File: src/rtl/ones_count_ctrl.sv
// ones_count_ctrl: round-robin arbiter in front of one shared CHUNK-bit
// popcount slice. A granted W-bit word is counted over W/CHUNK cycles.
// The result comes back on ones/done_id with a one-cycle done pulse.
// Optional feature macro: EARLY_EXIT_EN. When it is defined, a word finishes
// as soon as the bits still waiting to be counted are all zero.
module ones_count_ctrl #(
  parameter int NREQ  = 4,
  parameter int W     = 16,
  parameter int CHUNK = 4
) (
  input  logic                      clk,
  input  logic                      rst,
  input  logic [NREQ-1:0]           req,
  input  logic [NREQ*W-1:0]         data,
  output logic [NREQ-1:0]           grant,
  output logic                      busy,
  output logic                      done,
  output logic [$clog2(NREQ)-1:0]   done_id,
  output logic [$clog2(W+1)-1:0]    ones
);

  localparam int IDW = $clog2(NREQ);
  localparam int OW  = $clog2(W+1);
  localparam int NCH = W / CHUNK;
  localparam int CIW = (NCH > 1) ? $clog2(NCH) : 1;

  typedef enum logic {IDLE, COUNT} state_t;

  state_t           state_reg, state_next;
  logic [W-1:0]     shift_reg, shift_next;
  logic [OW-1:0]    acc_reg, acc_next;
  logic [CIW-1:0]   cidx_reg, cidx_next;
  logic [IDW-1:0]   id_reg, id_next;
  logic [IDW-1:0]   last_reg, last_next;
  logic [NREQ-1:0]  grant_reg, grant_next;
  logic             busy_reg, busy_next;
  logic             done_reg, done_next;
  logic [OW-1:0]    ones_reg, ones_next;
  logic [IDW-1:0]   done_id_reg, done_id_next;

  // Arbitration signals.
  logic [NREQ-1:0]  rot_req;
  logic [IDW-1:0]   win_off;
  logic [IDW-1:0]   win;
  logic [NREQ-1:0]  win_onehot;
  logic             any_req;

  // Counting signals.
  logic [OW-1:0]    chunk_pc;
  logic [OW-1:0]    sum;
  logic             last_chunk;
  logic             finish;

  // Rotate the request vector so bit 0 is the requester after the last winner.
  // The one-hot grant is decoded from the winner index.
  for (genvar gi = 0; gi < NREQ; gi++) begin : g_rot
    logic [IDW-1:0] src;
    assign src            = last_reg + IDW'(gi + 1);
    assign rot_req[gi]    = req[src];
    assign win_onehot[gi] = (win == IDW'(gi));
  end

  // Lowest set bit of the rotated vector is the round-robin winner.
  always_comb begin
    win_off = '0;
    for (int i = NREQ - 1; i >= 0; i--) begin
      if (rot_req[i]) win_off = IDW'(i);
    end
  end

  assign win     = last_reg + IDW'(1) + win_off;
  assign any_req = |req;

  // Popcount of the chunk currently at the bottom of the shift register.
  always_comb begin
    chunk_pc = '0;
    for (int i = 0; i < CHUNK; i++) begin
      chunk_pc = chunk_pc + OW'(shift_reg[i]);
    end
  end

  // The sum is at most W, which fits in OW bits, so it cannot overflow.
  assign sum        = acc_reg + chunk_pc;
  assign last_chunk = (cidx_reg == CIW'(NCH - 1));

`ifdef EARLY_EXIT_EN
  // Finish early once nothing nonzero remains above the chunk being counted.
  assign finish = last_chunk | ((shift_reg >> CHUNK) == '0);
`else
  assign finish = last_chunk;
`endif

  // Next-state and output logic: IDLE arbitrates and captures, COUNT accumulates.
  always_comb begin
    state_next   = state_reg;
    shift_next   = shift_reg;
    acc_next     = acc_reg;
    cidx_next    = cidx_reg;
    id_next      = id_reg;
    last_next    = last_reg;
    grant_next   = '0;
    busy_next    = busy_reg;
    done_next    = 1'b0;
    ones_next    = ones_reg;
    done_id_next = done_id_reg;
    unique case (state_reg)
      IDLE: begin
        if (any_req) begin
          state_next = COUNT;
          shift_next = data[win*W +: W];
          acc_next   = '0;
          cidx_next  = '0;
          id_next    = win;
          last_next  = win;
          grant_next = win_onehot;
          busy_next  = 1'b1;
        end
      end
      COUNT: begin
        shift_next = shift_reg >> CHUNK;
        acc_next   = sum;
        cidx_next  = cidx_reg + CIW'(1);
        if (finish) begin
          ones_next    = sum;
          done_id_next = id_reg;
          done_next    = 1'b1;
          busy_next    = 1'b0;
          state_next   = IDLE;
        end
      end
      default: state_next = IDLE;
    endcase
  end

  // State register. Reset aborts any word in flight and rewinds the pointer
  // so that requester 0 has first priority.
  always_ff @(posedge clk) begin
    if (rst) begin
      state_reg   <= IDLE;
      shift_reg   <= '0;
      acc_reg     <= '0;
      cidx_reg    <= '0;
      id_reg      <= '0;
      last_reg    <= IDW'(NREQ - 1);
      grant_reg   <= '0;
      busy_reg    <= 1'b0;
      done_reg    <= 1'b0;
      ones_reg    <= '0;
      done_id_reg <= '0;
    end else begin
      state_reg   <= state_next;
      shift_reg   <= shift_next;
      acc_reg     <= acc_next;
      cidx_reg    <= cidx_next;
      id_reg      <= id_next;
      last_reg    <= last_next;
      grant_reg   <= grant_next;
      busy_reg    <= busy_next;
      done_reg    <= done_next;
      ones_reg    <= ones_next;
      done_id_reg <= done_id_next;
    end
  end

  assign grant   = grant_reg;
  assign busy    = busy_reg;
  assign done    = done_reg;
  assign done_id = done_id_reg;
  assign ones    = ones_reg;

endmodule
File: config.mk
export PLATFORM = sky130hd
export DESIGN_NAME = ones_count_ctrl
export DESIGN_NICKNAME = d
export VERILOG_FILES = /design/src/rtl/ones_count_ctrl.sv
export SDC_FILE = /design/constraint.sdc
export NUM_CORES = 1
export LEC_CHECK = 0
export BUFFER_PORTS_ARGS = -buffer_cell sky130_fd_sc_hd__buf_2
export CAP_MARGIN = 20
export CORE_MARGIN = 5
export CORE_UTILIZATION = 50
export CTS_BUF_LIST = sky130_fd_sc_hd__clkbuf_8
export DETAILED_ROUTE_END_ITERATION = 8
export MAX_ROUTING_LAYER = met4
export PLACE_DENSITY = 0.84
export SLEW_MARGIN = 20
export SYNTH_ARGS = -nofsm -noshare
export SYNTH_HDL_FRONTEND = slang
export SYNTH_SLANG_ARGS = --single-unit
File: constraint.sdc
create_clock -name clk -period 3.4 [get_ports clk]
set_input_delay 0.17 -clock clk [delete_from_list [all_inputs] [get_ports clk]]
set_output_delay 0.17 -clock clk [all_outputs]
set_load 0.05 [all_outputs]
==> flow_metrics.tcl, run 1 <==
set metrics [dict create \
    min_period_ps 3100 \
    cp-start-kind "flip-flop" \
    hold_ws_ps 286 \
    vias 1890 \
    layout-drive-gt1-share_pct 39.9 \
    wl_mm 4.92 \
    place_hpwl_mm 3.89 \
    dieArea_um2 5650 \
    ant_nets 0 \
    num-fill-cells 327 \
    largest_reg_flops 16 \
    start_util_pct 52.3 \
    grt-ovfl-total 0 \
    fin_worst_skew_ps 2.40 \
    gp_congestion 0.754 \
    first_iter_violations 86 \
    drc 0 \
    yosys_warnings 0 \
    clockBufferDepth 2 \
    gr-usage-met1_pct 23.4 \
    tightest_slew_ps 799 \
    grt_pass1_vias 1829 \
    multi_input_area_um2 1210 \
    nNetsFinal 358 \
    hp-class "in -> reg" \
    rsz0062_at_grt "false" \
    grt_use_met2_pct 31.0 \
    grt_max_degree 35 \
    hold_viol 0 \
    via_per_inst 5.68 \
    worst_setup_path_end_kind "flip-flop" \
    ys_types 38 \
    grt_pass1_wl_mm 7.95 \
    postSynthCellCount 208 \
    syn_nets 284 \
    period_share_pct 91.0 \
    grt_util_met3_pct 4.81 \
    die_height_um 75.2 \
    p_per_area_nw_per_um2 571 \
    coreArea_um2 4060 \
    dr.pass1.iters 6 \
    grt.total_usage_pct 19.2 \
    fmax_mhz 323 \
    post_cts_buffers 0 \
    ir_worst_vdd_uv 413 \
    cts.htree.levels 2 \
    crit_path_max_fanout 12 \
    max_slew_margin_pct 46.6 \
    clockRootBuffer "clkbuf_8" \
    grt-busiest-layer "met2" \
    yosys_register_bits 41 \
    seqCellArea_um2 821 \
    area_growth_pct 25.0 \
    worstPathArrival_ps 3280 \
    antenna_found_initial 0 \
    port_buffers 82 \
    setup_violations 0 \
    worstSkewPairLatency_ps 290 \
    maxCapViolCount 0 \
    cts_tree "yes" \
    status "complete, no violations" \
    leakagePower_uw 0.00112 \
    clk_pin_slew_ps 80 \
    die_x_um 75.2 \
    diodes 0 \
    netlist_area_um2 2120 \
    drv_slew 0 \
    cp.required_ps 3590 \
    avgSynthCellArea_um2 10.2 \
    pin_count 83 \
    crit_type "reg -> reg" \
    cts_inserted_buffers 5 \
    ys_seq_area_share_pct 38.7 \
    wire_per_inst_um 14.8 \
    num_rows 23 \
    cts.sinks 41 \
    tns_ps 0 \
]
## placed cells by master (no fill, tap or decap), types with 4 or more instances in the layout
master and count:
buf_2 82, dfxtp_1 41, nor2_1 25, a22oi_1 16
mux4_2 15, nand2_1 13, o2bb2ai_1 12, inv_1 8
a21oi_1 8, nor3_1 6, nor2b_1 5, clkbuf_8 5
a32o_1 4
## layer usage
| metal | wire length (um) | up-vias | share of wire [%] |
|---|---|---|---|
| met2 | 2460 | 76 | 50 |
| li1 | - | 925 | - |
| met5 | 0 | - | 0 |
| met1 | 1990 | 882 | 40 |
| met3 | 376 | 7 | 7.6 |
| met4 | 97 | 0 | 2.0 |
## logic make-up after synthesis
group           count (synthesis)  share of synthesized area (%)
compound gates                 53                           19.0
xor+xnor                        5                           2.06
fa+ha+maj                       6                           4.60
buf+inv                        26                           5.19
flops                          41                           38.7
mux                            17                           17.6
simple gates                   60                           12.8
## through the flow
stage / worst slack [ps] / util [%] / instances / total power, uW / cell area [um^2]
floorplan: 706 / - / 208 / 1080 / 2120
global placement: 205 / 63.0 / 325 / 1190 / 2550
detailed placement: 100 / 63.0 / 325 / 1210 / 2550
CTS: 93.6 / 65.1 / 333 / 1520 / 2640
global route: 115 / 65.4 / 333 / 1610 / 2660
finish: 305 / 65.4 / 333 / 1520 / 2660
## where the power goes
| part | internal, uW | total (uW) | switching [uW] |
|---|---|---|---|
| logic | 343 | 618 | 275 |
| clock network | 142 | 310 | 168 |
| registers | 544 | 589 | 45.0 |
## layout make-up
cell class	instances	area share (%)
clock inverters	3	0.660
repair buffers	84	16.5
multi-input cells	141	45.7
inverters	9	1.27
flip-flops and latches	41	30.9
clock buffers	5	2.59
well taps	50	2.36
## final timing paths
check / startpoint / endpoint / slack, ps / cells past startpoint
worst min register to register: ones[2] / ones[2] / 450 / 2
worst max-delay path: last_reg[0] / shift_reg[13] / 300 / 10
worst max register to register: last_reg[0] / shift_reg[13] / 300 / 10
worst min-delay path: data[59] / shift_reg[11] / 290 / 3
## worst max-delay path: stages (launching register included)
cell      delay [ps]
dfxtp_1          380
or2_2            330
o211a_1          200
o221ai_1         180
ha_1             190
xnor2_1          130
xnor2_1          160
xnor2_4          470
buf_12           220
mux4_2           500
a32o_1           220
## cell usage after synthesis
cell type	count	area [um^2]
a211oi_1	2	15.0
a21o_1	1	7.51
a21oi_1	8	40.0
a22oi_1	16	120
a311oi_1	1	8.76
a32o_1	4	40.0
a32oi_1	1	8.76
and2_1	2	12.5
buf_2	1	5.00
buf_4	1	7.51
buf_6	1	11.3
clkbuf_1	14	52.6
dfxtp_1	41	821
fa_1	3	60.1
ha_1	3	37.5
inv_1	8	30.0
inv_2	1	3.75
mux2i_1	1	10.0
mux4_1	1	26.3
mux4_2	15	338
nand2_1	13	48.8
nand3_1	1	5.00
nor2_1	26	97.6
nor2b_1	5	31.3
nor3_1	6	30.0
nor3b_1	1	7.51
nor4_1	1	6.26
o211a_1	1	10.0
o211ai_1	1	7.51
o21ai_0	3	15.0
o221ai_1	1	8.76
o2bb2ai_1	12	105
o32ai_1	2	17.5
or2_2	3	18.8
or2b_1	1	7.51
or4_1	1	7.51
xnor2_1	4	35.0
xor2_1	1	8.76
## what timing repair did
action	CTS	global route
resized for setup	0	1
hold buffers	0	0
endpoints found under the setup margin	0	11
(Power assumes the default switching activity.)
==> inputs of run 2 (changes only) <==
--- a/config.mk
+++ b/config.mk
@@ -7,12 +7,15 @@
 export LEC_CHECK = 0
 export BUFFER_PORTS_ARGS = -buffer_cell sky130_fd_sc_hd__buf_2
 export CAP_MARGIN = 20
+export CELL_PAD_IN_SITES_DETAIL_PLACEMENT = 1
+export CELL_PAD_IN_SITES_GLOBAL_PLACEMENT = 1
 export CORE_MARGIN = 5
-export CORE_UTILIZATION = 50
+export CORE_UTILIZATION = 37
 export CTS_BUF_LIST = sky130_fd_sc_hd__clkbuf_8
 export DETAILED_ROUTE_END_ITERATION = 8
 export MAX_ROUTING_LAYER = met4
-export PLACE_DENSITY = 0.84
+export PLACE_DENSITY = 0.83
+export REMOVE_ABC_BUFFERS = 1
 export SLEW_MARGIN = 20
 export SYNTH_ARGS = -nofsm -noshare
 export SYNTH_HDL_FRONTEND = slang
==> run 2 against run 1 <==
Effect of this change:
- first-iteration DRC count down 27%
- count of clock-buffer cells in the layout unchanged
- clock skew up 5.6 ps
- register-to-register slack worse by 30 ps
- routed wire length up 18%
- via count up 1.7%
- combinational power up 0.8%
- clock power down 5%
- sequential cell count unchanged
- sequential power about the same
- critical path type unchanged
- largest cell class unchanged
==> flow_metrics.tcl, run 2 (same netlist as run 1, synthesis figures left out) <==
set metrics [dict create \
    gp_congestion 0.790 \
    worstPathArrival_ps 3300 \
    antenna_found_initial 0 \
    start_util_pct 38.3 \
    vias 1923 \
    die_height_um 85.8 \
    cts_tree "yes" \
    cp.required_ps 3580 \
    first_iter_violations 63 \
    drv_slew 0 \
    worst_setup_path_end_kind "flip-flop" \
    coreArea_um2 5540 \
    power.total_uw 1500 \
    post_cts_buffers 0 \
    crit_chain "or2_2, o211a_1, o221ai_1, ha_1, xnor2_1, xnor2_1, xnor2_2, buf_12, mux4_2, a32o_1" \
    rsz0062_at_grt "false" \
    r2r_slack_ps 280 \
    placed_area_um2 2590 \
    hold_viol 0 \
    final_common_cell "buf_2" \
    p_per_area_nw_per_um2 562 \
    design_area_um2 2680 \
    crit_family "XOR/XNOR gates" \
    ant_nets 0 \
    crit_path_max_fanout 12 \
    dieArea_um2 7350 \
    hold_buffers 0 \
    diodes 0 \
    clockRootBuffer "clkbuf_8" \
    rr_endpoint "shift_reg[13]" \
    cp_slowest_cell "xnor2_2" \
    grt_pass1_vias 2042 \
    r2r_start "last_reg[0]" \
    layout-drive-gt1-share_pct 38.9 \
    clockBufferDepth 2 \
    final_cell_mix "buf_2, dfxtp_1, nor2_1" \
    drc 0 \
    worstSkewPairLatency_ps 290 \
    largest_reg_flops 16 \
    fin_worst_skew_ps 7.97 \
    cts.sinks 41 \
    cp_num_buf_inv 1 \
    num_rows 27 \
    tightest_slew_ps 752 \
    fmax_mhz 320 \
    num-fill-cells 683 \
    grt-ovfl-total 0 \
    seqCellArea_um2 821 \
    worstSetupEndpoint "shift_reg[13]" \
    period_share_pct 91.9 \
    setup_violations 0 \
    ir_worst_vdd_uv 445 \
    via_per_inst 5.39 \
    cp-start-kind "flip-flop" \
    port_buffers 82 \
    post_cts_resized 0 \
    crit_type "reg -> reg" \
    clk_pin_slew_ps 70 \
    nNetsFinal 360 \
    area_growth_pct 26.1 \
    die_x_um 85.8 \
    place_hpwl_mm 4.42 \
    tns_ps 0 \
    grt_max_degree 35 \
    ff2ff_path_depth 10 \
    startpoint "last_reg[0]" \
    cts.htree.levels 2 \
    grt_pass1_wl_mm 9.70 \
    cp.depth 10 \
    critical-path-max-stage-delay_ps 520 \
    pin_count 83 \
    multi_input_area_um2 1200 \
    wire_per_inst_um 16.3 \
    grt.total_usage_pct 17.1 \
    max_slew_margin_pct 49.8 \
    maxCapViolCount 0 \
    min_period_ps 3120 \
    status "complete, no violations" \
    cts_inserted_buffers 5 \
    wl_mm 5.83 \
    leakagePower_uw 0.00113 \
    worst_path_most_repeated_cell "xnor2_1" \
    hp-class "in -> reg" \
    dr.pass1.iters 4 \
]
## run 2: routing by layer
metal / wire (um) / track usage (%) / up-vias
met5: 0 / - / -
met2: 2920 / 27.8 / 71
met1: 2420 / 20.8 / 917
met3: 388 / 4.23 / 12
li1: - / - / 923
met4: 101 / 5.61 / 0
## run 2: power by group
part	switching, uW	leakage (uW)	total, uW	internal (uW)
registers	42.4	0.000336	586	544
logic	283	0.000747	623	340
clock network	158	0.0000519	295	137
## run 2: per-stage QoR
stage	std cells	util, %	hold WS [ps]	setup WS [ps]
floorplan	191	-	239	-591
global placement	348	46.7	444	353
detailed placement	348	46.7	449	269
CTS	356	48.2	290	234
global route	357	48.3	293	48.8
finish	357	48.3	299	275
## run 2: worst min-delay path, delay by kind of cell
kind / cells / cell delay, ps
compound gates: 1 / 90
buf+inv: 1 / 70
mux: 1 / 220
## run 2: how the worst min path moves through the flow
stage                from      endpoint  slack, ps  cells past startpoint
2_1_floorplan         rst    done_id[0]        240                      1
3_3_place_gp   done_id[1]    done_id[1]        440                      2
3_5_place_dp   done_id[0]    done_id[0]        450                      2
4_1_cts          data[57]  shift_reg[9]        290                      3
5_1_grt          data[57]  shift_reg[9]        290                      3
6_report         data[57]  shift_reg[9]        300                      3
## run 2: layout make-up
cell class | count | share of cell area (%)
multi-input cells | 141 | 44.8
flip-flops and latches | 41 | 30.7
repair buffers | 86 | 16.9
well taps | 72 | 3.36
clock buffers | 5 | 2.57
inverters | 9 | 1.26
clock inverters | 3 | 0.421
==> inputs of run 3 (changes only) <==
--- a/config.mk
+++ b/config.mk
@@ -5,16 +5,17 @@
 export SDC_FILE = /design/constraint.sdc
 export NUM_CORES = 1
 export LEC_CHECK = 0
+export ABC_AREA = 1
 export BUFFER_PORTS_ARGS = -buffer_cell sky130_fd_sc_hd__buf_2
 export CAP_MARGIN = 20
 export CELL_PAD_IN_SITES_DETAIL_PLACEMENT = 1
 export CELL_PAD_IN_SITES_GLOBAL_PLACEMENT = 1
 export CORE_MARGIN = 5
-export CORE_UTILIZATION = 37
+export CORE_UTILIZATION = 38
 export CTS_BUF_LIST = sky130_fd_sc_hd__clkbuf_8
 export DETAILED_ROUTE_END_ITERATION = 8
 export MAX_ROUTING_LAYER = met4
-export PLACE_DENSITY = 0.83
+export PLACE_DENSITY = 0.84
 export REMOVE_ABC_BUFFERS = 1
 export SLEW_MARGIN = 20
 export SYNTH_ARGS = -nofsm -noshare
==> run 3 against run 2 <==
Effect of this change:
- synthesized cell count rose by 46%
- clock power rose by 36%
- sequential share of layout area fell by 3.8 points
- maximum frequency rose by 17%
- via count rose by 22%
- setup slack improved by 450 ps
- combinational power rose by 83%
- critical path depth rose by 1
- synthesized area rose by 20%
- design area rose by 14%
- die area rose by 15%
==> flow_metrics.tcl, run 3 <==
set metrics [dict create \
    cts.sinks 41 \
    leakagePower_uw 0.00145 \
    maxCapViolCount 0 \
    cp.required_ps 3560 \
    coreArea_um2 6420 \
    area_growth_pct 20.4 \
    postSynthCellCount 303 \
    synth_area_leaders "dfxtp_1, mux2i_1, nand2_1, nand3_1, a21oi_1" \
    grt-ovfl-total 0 \
    antenna_found_initial 0 \
    synth_commonest_cells "nand2_1, dfxtp_1, mux2i_1, nand3_1, inv_1" \
    nNetsFinal 452 \
    diodes 0 \
    netlist_area_um2 2540 \
    setup_violations 0 \
    synth_ff_type "dfxtp_1" \
    max_slew_margin_pct 45.0 \
    design_area_um2 3060 \
    synth_top_area_cell "dfxtp_1" \
    cts_tree "yes" \
    ys_seq_area_share_pct 32.3 \
    tightest_slew_ps 824 \
    crit_chain "nand2_1, nand3_1, nand2_2, a31oi_1, nor2_1, ha_2, buf_4, mux2i_1, nand3_1, nand3_1, a21oi_1" \
    cts_inserted_buffers 5 \
    p_sw_uw 925 \
    grt_util_met3_pct 4.17 \
    crit_family "simple AND/OR/NAND/NOR gates" \
    ir_worst_vdd_uv 251 \
    hp-class "in -> reg" \
    grt_pass1_wl_mm 11.3 \
    hold_buffers 0 \
    drc 0 \
    sw_frac_of_total_pct 42.7 \
    p_int_uw 1240 \
    dp.cells 446 \
    p_per_area_nw_per_um2 708 \
    fin_worst_skew_ps 7.04 \
    pin_count 83 \
    worst_setup_path_end_kind "flip-flop" \
    dr.pass1.iters 4 \
    worstSkewPairLatency_ps 300 \
    multi_input_area_um2 1520 \
    start_util_pct 39.6 \
    cts.htree.levels 2 \
    cp_slowest_cell "dfxtp_1" \
    die_x_um 91.8 \
    hold_ws_ps 255 \
    num_rows 29 \
    worst_path_most_repeated_cell "nand3_1" \
    clk_pin_slew_ps 90 \
    fmax_mhz 374 \
    clock_power_share_pct 18.6 \
    rsz0062_at_grt "false" \
    gr-usage-met1_pct 18.3 \
    seq_power_share_pct 28.9 \
    place_hpwl_mm 5.05 \
    combPwrFrac_pct 52.6 \
    yosys_register_bits 41 \
    die_height_um 91.8 \
    port_buffers 82 \
    gp_congestion 0.866 \
    synth.top_cell.area_share_pct 32.3 \
    status "complete, no violations" \
    tns_ps 0 \
    clockBufferDepth 2 \
    hold_viol 0 \
    r2r_slack_ps 730 \
    crit_type "reg -> reg" \
    post_cts_resized 0 \
    grt.total_usage_pct 16.7 \
    cp-start-kind "flip-flop" \
    async_flop_share_pct 0 \
    dieArea_um2 8420 \
    largest_reg_flops 16 \
    placed_area_um2 2940 \
    yosys_warnings 0 \
    grt_pass1_vias 2584 \
    grt_use_met2_pct 30.1 \
    wl_mm 6.45 \
    avgSynthCellArea_um2 8.39 \
    final_common_cell "buf_2" \
    period_share_pct 78.6 \
    final_cell_mix "buf_2, nand2_1, dfxtp_1" \
    ys_types 39 \
    ant_nets 0 \
    num-fill-cells 816 \
    cp_num_buf_inv 1 \
    seqCellArea_um2 821 \
    synth_most_common_cell "nand2_1" \
    min_period_ps 2670 \
    critical-path-max-stage-delay_ps 620 \
    instances_no_fill 454 \
    worstPathArrival_ps 2840 \
    clockRootBuffer "clkbuf_8" \
    first_iter_violations 51 \
    post_cts_buffers 0 \
    drv_slew 0 \
    crit_path_max_fanout 35 \
    wire_per_inst_um 14.2 \
    grt-busiest-layer "met2" \
    via_per_inst 5.18 \
    synth_edf_count 0 \
    vias 2353 \
    grt_max_degree 36 \
    layout-drive-gt1-share_pct 36.1 \
]
[run 3: cell count changes in the layout (fill, tap and decap cells not counted), sizes merged, moves of 4 or more]
cell / previous run / this run
a21oi: 8 / 25
a22oi: 16 / 12
a32o: 4 / 0
inv: 12 / 23
mux2i: 1 / 32
mux4: 16 / 0
nand2: 13 / 81
nand3: 1 / 35
nor2: 26 / 7
nor2b: 5 / 0
nor3: 6 / 1
o2bb2ai: 12 / 0
[run 3: layer usage]
layer  up-vias  part of all wire (%)
met5         -                     0
met4         0                   1.1
met3         7                   5.0
met2        64                    50
met1      1109                    44
li1       1173                     -
[run 3: cell type report]
type                            instances  area share (%)
Clock buffer                            5            2.25
Clock inverter                          3            1.51
Inverter                               23            3.07
Multi-Input combinational cell        222            49.5
Sequential cell                        41            26.8
Tap cell                               77            3.15
Timing Repair Buffer                   83            13.7
[run 3: worst reg2reg max path: stages, from the launching register on]
cell and delay, ps:
dfxtp_1 620, nand2_1 150, nand3_1 120, nand2_2 110
a31oi_1 150, nor2_1 70, ha_2 310, buf_4 460
mux2i_1 280, nand3_1 100, nand3_1 100, a21oi_1 80
[run 3: final timing paths]
check	end	cells after the start	start
setup reg to reg	shift_reg[7]	11	last_reg[0]
setup / recovery	shift_reg[7]	11	last_reg[0]
hold / removal	cidx_reg[0]	4	req[1]
hold reg to reg	ones[1]	2	ones[1]
[run 3: stage by stage]
step	util, %	setup slack (ps)	power [uW]
after floorplan	-	491	1550
after global placement	45.8	842	1750
after detailed placement	45.8	739	1800
after CTS	47.6	718	2200
after global routing	47.6	461	2340
final	47.6	726	2170
[run 3: cell families after synthesis]
| group | synth area share (%) |
|---|---|
| and+or+nand+nor | 27.8 |
| AOI/OAI and AO/OA | 13.1 |
| DFF | 32.3 |
| buffers and inverters | 8.17 |
| muxes | 12.6 |
| adders and majority gates | 3.84 |
| xor gates and xnor gates | 2.12 |
[run 3: power by group through the flow]
stage	registers (uW)	logic [uW]	clock network, uW
2_1_floorplan	659	895	0
3_3_place_gp	632	1120	0
3_5_place_dp	636	1160	0
4_1_cts	626	1160	415
5_1_grt	637	1270	433
6_report	626	1140	402
